### src/rtl/gray_stim_gen.sv
// gray_stim_gen: exhaustive Gray-code stimulus sweeper.
//
// Walks all 2^WIDTH input combinations in reflected Gray order, holding each
// vector for HOLD clocks, under a start/stop/done handshake. One-shot mode
// ends with a single-cycle done pulse. Continuous mode wraps back to the first
// index with a single-cycle wrap pulse and keeps sweeping until stopped.
//
// Optional build macro GRAY_STIM_DIR_EN adds a 'dir' input, latched with
// start. dir=1 sweeps from the top index down to 0. Without the macro the
// sweep always counts up and there is no dir port.
//
// All outputs are registered. vec is the Gray code of the next idx value, so
// vec and idx always change on the same edge.

module gray_stim_gen #(
    parameter int WIDTH = 3,
    parameter int HOLD  = 10
) (
    input  logic             clk,
    input  logic             rst,
    input  logic             start,
    input  logic             stop,
    input  logic             mode,
`ifdef GRAY_STIM_DIR_EN
    input  logic             dir,
`endif
    output logic [WIDTH-1:0] vec,
    output logic [WIDTH-1:0] idx,
    output logic             valid,
    output logic             busy,
    output logic             done,
    output logic             wrap
);

    // Hold counter width: enough to count 0..HOLD-1, never narrower than 1.
    localparam int               HCW      = (HOLD > 1) ? $clog2(HOLD) : 1;
    localparam logic [HCW-1:0]   CNT_LAST = HCW'(HOLD - 1);
    localparam logic [HCW-1:0]   CNT_ZERO = '0;
    localparam logic [WIDTH-1:0] IDX_LAST = {WIDTH{1'b1}};
    localparam logic [WIDTH-1:0] IDX_ZERO = '0;
    localparam logic [WIDTH-1:0] IDX_ONE  = WIDTH'(1);

    typedef enum logic [1:0] {
        S_IDLE = 2'd0,
        S_RUN  = 2'd1,
        S_FIN  = 2'd2
    } state_t;

    state_t           r_state;
    state_t           w_state_nxt;
    logic [HCW-1:0]   r_cnt;
    logic [HCW-1:0]   w_cnt_nxt;
    logic [WIDTH-1:0] r_idx;
    logic [WIDTH-1:0] w_idx_nxt;
    logic [WIDTH-1:0] r_vec;
    logic             r_valid;
    logic             w_valid_nxt;
    logic             r_busy;
    logic             w_busy_nxt;
    logic             r_done;
    logic             w_done_nxt;
    logic             r_wrap;
    logic             w_wrap_nxt;
    logic             r_mode;
    logic             w_mode_nxt;
    logic             r_dir;
    logic             w_dir_nxt;

    // Direction requested at start time, and the sweep's current direction.
    logic             w_dir_in;
    logic             w_hold_exp;
    logic             w_at_end;
    logic [WIDTH-1:0] w_idx_first;
    logic [WIDTH-1:0] w_idx_start;

    // Reflected binary Gray code of a binary index.
    function automatic logic [WIDTH-1:0] f_gray(input logic [WIDTH-1:0] b);
        return b ^ (b >> 1);
    endfunction

`ifdef GRAY_STIM_DIR_EN
    assign w_dir_in = dir;
`else
    assign w_dir_in = 1'b0;
`endif

    // Counter has spent HOLD cycles on the current index.
    assign w_hold_exp  = (r_cnt == CNT_LAST);
    // Last index of the sweep depends on the latched direction.
    assign w_at_end    = r_dir ? (r_idx == IDX_ZERO) : (r_idx == IDX_LAST);
    // First index of the running sweep (wrap target in continuous mode).
    assign w_idx_first = r_dir ? IDX_LAST : IDX_ZERO;
    // First index of a sweep about to be launched from IDLE.
    assign w_idx_start = w_dir_in ? IDX_LAST : IDX_ZERO;

    // Next-state and next-output decode; every target defaults to hold.
    always_comb begin
        w_state_nxt = r_state;
        w_cnt_nxt   = r_cnt;
        w_idx_nxt   = r_idx;
        w_valid_nxt = r_valid;
        w_busy_nxt  = r_busy;
        w_done_nxt  = 1'b0;
        w_wrap_nxt  = 1'b0;
        w_mode_nxt  = r_mode;
        w_dir_nxt   = r_dir;

        case (r_state)
            S_IDLE: begin
                // stop wins over a coincident start.
                if (start && !stop) begin
                    w_state_nxt = S_RUN;
                    w_mode_nxt  = mode;
                    w_dir_nxt   = w_dir_in;
                    w_idx_nxt   = w_idx_start;
                    w_cnt_nxt   = CNT_ZERO;
                    w_valid_nxt = 1'b1;
                    w_busy_nxt  = 1'b1;
                end
            end

            S_RUN: begin
                if (stop) begin
                    // Abort: idx/vec keep their values, no done or wrap.
                    w_state_nxt = S_IDLE;
                    w_cnt_nxt   = CNT_ZERO;
                    w_valid_nxt = 1'b0;
                    w_busy_nxt  = 1'b0;
                end else if (w_hold_exp) begin
                    w_cnt_nxt = CNT_ZERO;
                    if (w_at_end) begin
                        if (r_mode) begin
                            w_idx_nxt  = w_idx_first;
                            w_wrap_nxt = 1'b1;
                        end else begin
                            // One-shot finish: last vector stays on the bus.
                            w_state_nxt = S_FIN;
                            w_valid_nxt = 1'b0;
                            w_busy_nxt  = 1'b0;
                            w_done_nxt  = 1'b1;
                        end
                    end else if (r_dir) begin
                        w_idx_nxt = r_idx - IDX_ONE;
                    end else begin
                        w_idx_nxt = r_idx + IDX_ONE;
                    end
                end else begin
                    w_cnt_nxt = r_cnt + HCW'(1);
                end
            end

            S_FIN: begin
                // One cycle to drop done; start here is deliberately ignored.
                w_state_nxt = S_IDLE;
            end

            default: begin
                w_state_nxt = S_IDLE;
                w_valid_nxt = 1'b0;
                w_busy_nxt  = 1'b0;
            end
        endcase
    end

    // State and output registers; vec is re-encoded from the next idx.
    always_ff @(posedge clk or posedge rst) begin
        if (rst) begin
            r_state <= S_IDLE;
            r_cnt   <= CNT_ZERO;
            r_idx   <= IDX_ZERO;
            r_vec   <= IDX_ZERO;
            r_valid <= 1'b0;
            r_busy  <= 1'b0;
            r_done  <= 1'b0;
            r_wrap  <= 1'b0;
            r_mode  <= 1'b0;
            r_dir   <= 1'b0;
        end else begin
            r_state <= w_state_nxt;
            r_cnt   <= w_cnt_nxt;
            r_idx   <= w_idx_nxt;
            r_vec   <= f_gray(w_idx_nxt);
            r_valid <= w_valid_nxt;
            r_busy  <= w_busy_nxt;
            r_done  <= w_done_nxt;
            r_wrap  <= w_wrap_nxt;
            r_mode  <= w_mode_nxt;
            r_dir   <= w_dir_nxt;
        end
    end

    assign vec   = r_vec;
    assign idx   = r_idx;
    assign valid = r_valid;
    assign busy  = r_busy;
    assign done  = r_done;
    assign wrap  = r_wrap;

endmodule

### config.mk
export PLATFORM = sky130hd
export DESIGN_NAME = gray_stim_gen
export DESIGN_NICKNAME = d
export VERILOG_FILES = /design/src/rtl/gray_stim_gen.sv
export SDC_FILE = /design/constraint.sdc
export NUM_CORES = 1
export LEC_CHECK = 0
export ABC_AREA = 1
export CAP_MARGIN = 20
export CORE_UTILIZATION = 45
export DETAILED_ROUTE_END_ITERATION = 12
export PLACE_DENSITY = 0.7
export SETUP_SLACK_MARGIN = 0.2
export SLEW_MARGIN = 30
export SYNTH_ARGS = -nofsm -noshare
export SYNTH_HDL_FRONTEND = slang
export SYNTH_SLANG_ARGS = --single-unit
export TNS_END_PERCENT = 1
### constraint.sdc
create_clock -name clk -period 1.9 [get_ports clk]
set_input_delay 0.38 -clock clk [delete_from_list [all_inputs] [get_ports clk]]
set_output_delay 0.38 -clock clk [all_outputs]
set_load 0.01 [all_outputs]
After elaboration in Yosys (flattened, before gate mapping)
Index checks and enable logic that the tools add are counted.
{"block": "totals", "word_cells": 60, "output_inout_bits": 10, "input_bits": 5, "register_bits": 16}
{"block": "op_classes", "reduce_logical": 8, "n_addsub": 2, "eq_ne": 8, "mux": 32, "bitwise_logic": 2}
{"op": "1-bit two-way mux", "n": 15}
{"op": "3-bit two-way mux", "n": 5}
{"op": "4-bit two-way mux", "n": 3}
{"op": "2-bit two-way mux", "n": 5}
{"op": "3-bit inequality test (second input constant)", "n": 3}
{"op": "4-bit case mux with 2 select lines", "n": 1}
{"op": "3-bit case mux with 2 select lines", "n": 1}
{"op": "5-bit AND reduction", "n": 1}
{"op": "4-bit by 1-bit adder with 4-bit output (second input constant)", "n": 1}
{"op": "4-bit == test (second input constant)", "n": 1}
{"op": "2-bit case mux with 2 select lines", "n": 1}
{"op": "2-bit AND reduction", "n": 2}
{"op": "4-bit AND reduction", "n": 1}
{"op": "3-bit by 1-bit adder with 3-bit output (second input constant)", "n": 1}
{"op": "3-bit == test (second input constant)", "n": 1}
{"op": "1-bit case mux with 3 select lines", "n": 1}
{"op": "3-bit by 2-bit XOR with 3-bit output", "n": 1}
{"op": "2-bit by 1-bit == test with 1-bit output (second input constant)", "n": 1}
{"op": "2-bit == test (second input constant)", "n": 1}
{"op": "2-bit zero test", "n": 1}
{"op": "2-bit inequality test (second input constant)", "n": 1}
{"op": "2-bit nonzero test", "n": 1}
{"op": "1-bit logical AND", "n": 1}
{"op": "1-bit zero test", "n": 1}
{"op": "1-bit NOT", "n": 1}

Longest topological paths before layout
Gate-level depths: netlist of run 1.
{"block": "logic_depth", "depth_word": 6, "ltp_mapped": 11, "mapped_depth_nobuf": 11}

Worst setup path after synthesis of run 1
Ideal clock, no wire load.
{"block": "synth_path", "path_type": "reg-to-reg", "start": "register r_idx[0], in the netlist idx[0]", "end": "register r_vec[0], in the netlist vec[0]", "path_stages_with_launch": 11, "setup_slack_ps": 448, "synth_period_minus_slack_ps": 1452, "arrival_time_ps": 1335, "path_buffers": 0, "setup_ps": 118, "path_cell_list": "dfrtp_1 > ha_1 > ha_1 > nand2_1 > nand3_1 > nand2_1 > nand2_1 > nand2_1 > nand2_2 > nand2_1 > nand2_1"}
{"block": "synth_via", "elab_chain_len": 6}
{"item": "start: declaration", "line": "53", "text": "logic [WIDTH-1:0] r_idx;"}
{"item": "start signal: assignment", "line": "181", "text": "r_idx <= w_idx_nxt;"}
{"item": "3-bit by 1-bit adder with 3-bit output or 3-bit == test (tied branches)", "line": "145, 90"}
{"item": "3-bit two-way mux (*)", "line": "131", "text": "if (w_at_end) begin"}
{"item": "3-bit two-way mux (*)", "line": "129", "text": "end else if (w_hold_exp) begin"}
{"item": "3-bit two-way mux (*)", "line": "123", "text": "if (stop) begin"}
{"item": "3-bit case mux with 2 select lines (*)", "line": "108", "text": "case (r_state)"}
{"item": "net w_idx_nxt[1]", "line": "54", "text": "logic [WIDTH-1:0] w_idx_nxt;"}
{"item": "3-bit by 2-bit XOR with 3-bit output (*)", "line": "78", "text": "return b ^ (b >> 1);"}
{"item": "end signal: assignment", "line": "182", "text": "r_vec <= f_gray(w_idx_nxt);"}
{"item": "end: declaration", "line": "55", "text": "logic [WIDTH-1:0] r_vec;"}
The timed path passes the listed nets; every way through them passes the cells marked *.
A chain may end at the register's enable or synchronous reset.

==> metrics, run 1 <==
status=complete, no violations; Comb power frac=35.9%; Worst path slowest cell=clkdlybuf4s50_1; Post-synth EDFFs=0; sequential fraction of the synthesis area=42.9%; WP data arrival=1.29 ns; core area=1780 um2; crit path kind=flop to primary output; Final min period=1.67 ns; Post-synth ARST share=100%; Die ar.=about 2100 um2; RSZ-0062 raised after global routing=true; flop2flop setup slack=0.38 ns; Tcrit/Tclk final=a little under 90%; CTS tree=built; Max FO, Critical Path=5; Antenna Nets Post-Route=0; WP buf/inv=1; routed wire length=1500 um; Setup Buffers After CTS=0; Synth top area share=42.9%; largest net degree at the start of global routing=16; Clock Path Buffers=2; P&R area growth vs syn=21.3%; R2R Path End=vec[0]; Hold WS=approximately 0.43 ns; DRC viols=0; Die X-Extent=between 40 and 50 um; total grt overflow=0; non-filler cells, final=145; clock-pin slew on the worst setup and hold paths=roughly 0.090 ns; CP top delay family=buffers and inverters; Most used DFF post-synth=dfrtp_1; Gate Count Post-Synth=104; crit path capture type=primary output; RD Place Congestion=0.854; synthesis-stage register bit count=15; Max-Cap Viols=0; P_sw=381 uW; final setup TNS=0 ns; Yosys Warn Count=0; Clk Latency, worst-skew pair=0.29 ns; vias in the first global route=625; vias per std cell=around 4.8; Seq pwr share=45.9%; most common cell in the synthesized netlist=nand2_1; worst-margin pin slew=~0.54 ns; io pins=15; Clk pwr share=18.1%; ranking of synthesized cells by area=dfrtp_1, nand2_1, ha_1; cells on worst reg2reg path=10; # H-tree levels=1; Synth Area per Inst=8.41 um2; DP HPWL=1190 um; clock sinks=15; Peak VDD IR=575 uV; # nets final=131; pwr dens=~930 nW/um2; Commonest cells post-synth=nand2_1, dfrtp_1, inv_1; DRT Pass-1 Iters=4; GR Util All Layers=18.8%; number of diodes=0; Leak=0.000504 uW; via count=between 600 and 700; Crit path largest cell delay=~0.57 ns; initial drt markers=31; first-pass GRT wire length=2750 um; initial core utilization=around 49%; CP Cell Sequence=clkdlybuf4s50_1; Syn Nets=114; Finish-stage setup viols=0; hold_buf cts=0; share of layout cells above drive strength 1=18.3%; initial antenna violation count=0; Worst Hold Class=input port to asynchronous set/reset pin; Distinct cells, synth=21; fin. max-slew vios=0; Placed Instances=141; cell taking the most area after synthesis=dfrtp_1; relative slew slack=64.0%; Worst setup SP type=flop; FMAX=599 MHz; Port Buf Inserts=14; Die H=46.1 um; Worst Skew=0.00618 ns; Worst R2R Start=idx[1]; Sw Share=38.5%; wire length per cell=about 10 um; netlist area before placement=875 um2; final hold viol count=0; Req. time, crit path=between 1.5 and 2 ns; clock root buffer=clkbuf_4; cell-internal power=608 uW; CP Depth=1; cts bufs inserted=3; Site Rows=15
==> logic make-up (layout without fill, tap and decap cells) <==
family	after synthesis	in the layout	share of synthesized area, %
flops	15	15	42.9
xor+xnor	2	2	2.00
buf+inv	20	36	9.44
compound gates	8	8	5.01
fa+ha+maj	5	5	7.15
simple gates	54	54	33.5
==> worst max-delay path by stage <==
stage                        end  slack (ns)    from
final                     vec[2]        0.23  idx[2]
after global routing      vec[2]        0.17  idx[2]
after CTS                 vec[2]        0.22  idx[2]
after detailed placement  vec[0]        0.16    stop
after global placement    vec[0]        0.20    stop
after floorplan           vec[0]        0.45  idx[0]
==> what timing repair did <==
action / in CTS / in global routing
gates resized for setup: 0 / 1
setup endpoints to repair: 0 / 4
hold endpoints to repair: 0 / 0
==> metal layers <==
metal  track usage, %  share of wire, %  vias up
li1                 -                 -      362
met1             24.1                49      311
met2             29.3                45       17
met3             5.88               4.3        4
met4             7.06               1.8        0
met5                0                 0        -
==> layout make-up <==
cell class | count | area [um2]
fillers | 170 | 722
multi-input cells | 69 | 419
flip-flops and latches | 15 | 375
repair buffers | 14 | 140
inverters | 18 | 67.6
well taps | 25 | 31.3
clock buffers | 3 | 22.5
clock inverters | 1 | 5.00
==> metrics by stage <==
step | setup WS, ns | cell area (um2) | utilization, % | total power (uW)
4_1_cts | 0.225 | 1060 | 59.4 | 1000
2_1_floorplan | 0.448 | 875 | - | 713
3_3_place_gp | 0.199 | 1030 | 57.8 | 815
5_1_grt | 0.170 | 1060 | 59.5 | 1070
6_report | 0.232 | 1060 | 59.5 | 990
3_5_place_dp | 0.163 | 1030 | 57.8 | 815
==> power by group through the flow <==
stage / combinational [uW] / sequential [uW] / clock, uW
finish: 356 / 455 / 180
global route: 406 / 469 / 200
CTS: 356 / 456 / 189
detailed placement: 354 / 461 / 0
global placement: 355 / 459 / 0
floorplan: 257 / 457 / 0
==> registers in the layout, summed over array words and instances (netlist names) <==
name	flops
wrap	1
vec	2
done	1
r_mode	1
r_state	2
idx	3
r_cnt	4
busy	1
==> cells in the final DEF (no fill, tap or decap), drive strengths merged <==
cell type | netlist | layout
nand2 | 27 | 27
ha | 5 | 5
nand3b | 1 | 1
nand3 | 8 | 8
clkinv | 0 | 1
xor2 | 2 | 2
o21ai | 4 | 4
nor2 | 11 | 11
o211ai | 1 | 1
clkbuf | 0 | 3
inv | 18 | 18
clkdlybuf4s50 | 0 | 14
nand4 | 4 | 4
a21oi | 2 | 2
nor3 | 3 | 3
o22ai | 1 | 1
dfrtp | 15 | 15
(Power assumes the default switching activity.)
==> run 2: changes to the inputs <==
- HOLD_SLACK_MARGIN: unset -> 0.03
==> results of run 2 <==
The final DEF is identical to that of run 1; final timing and power are the same.
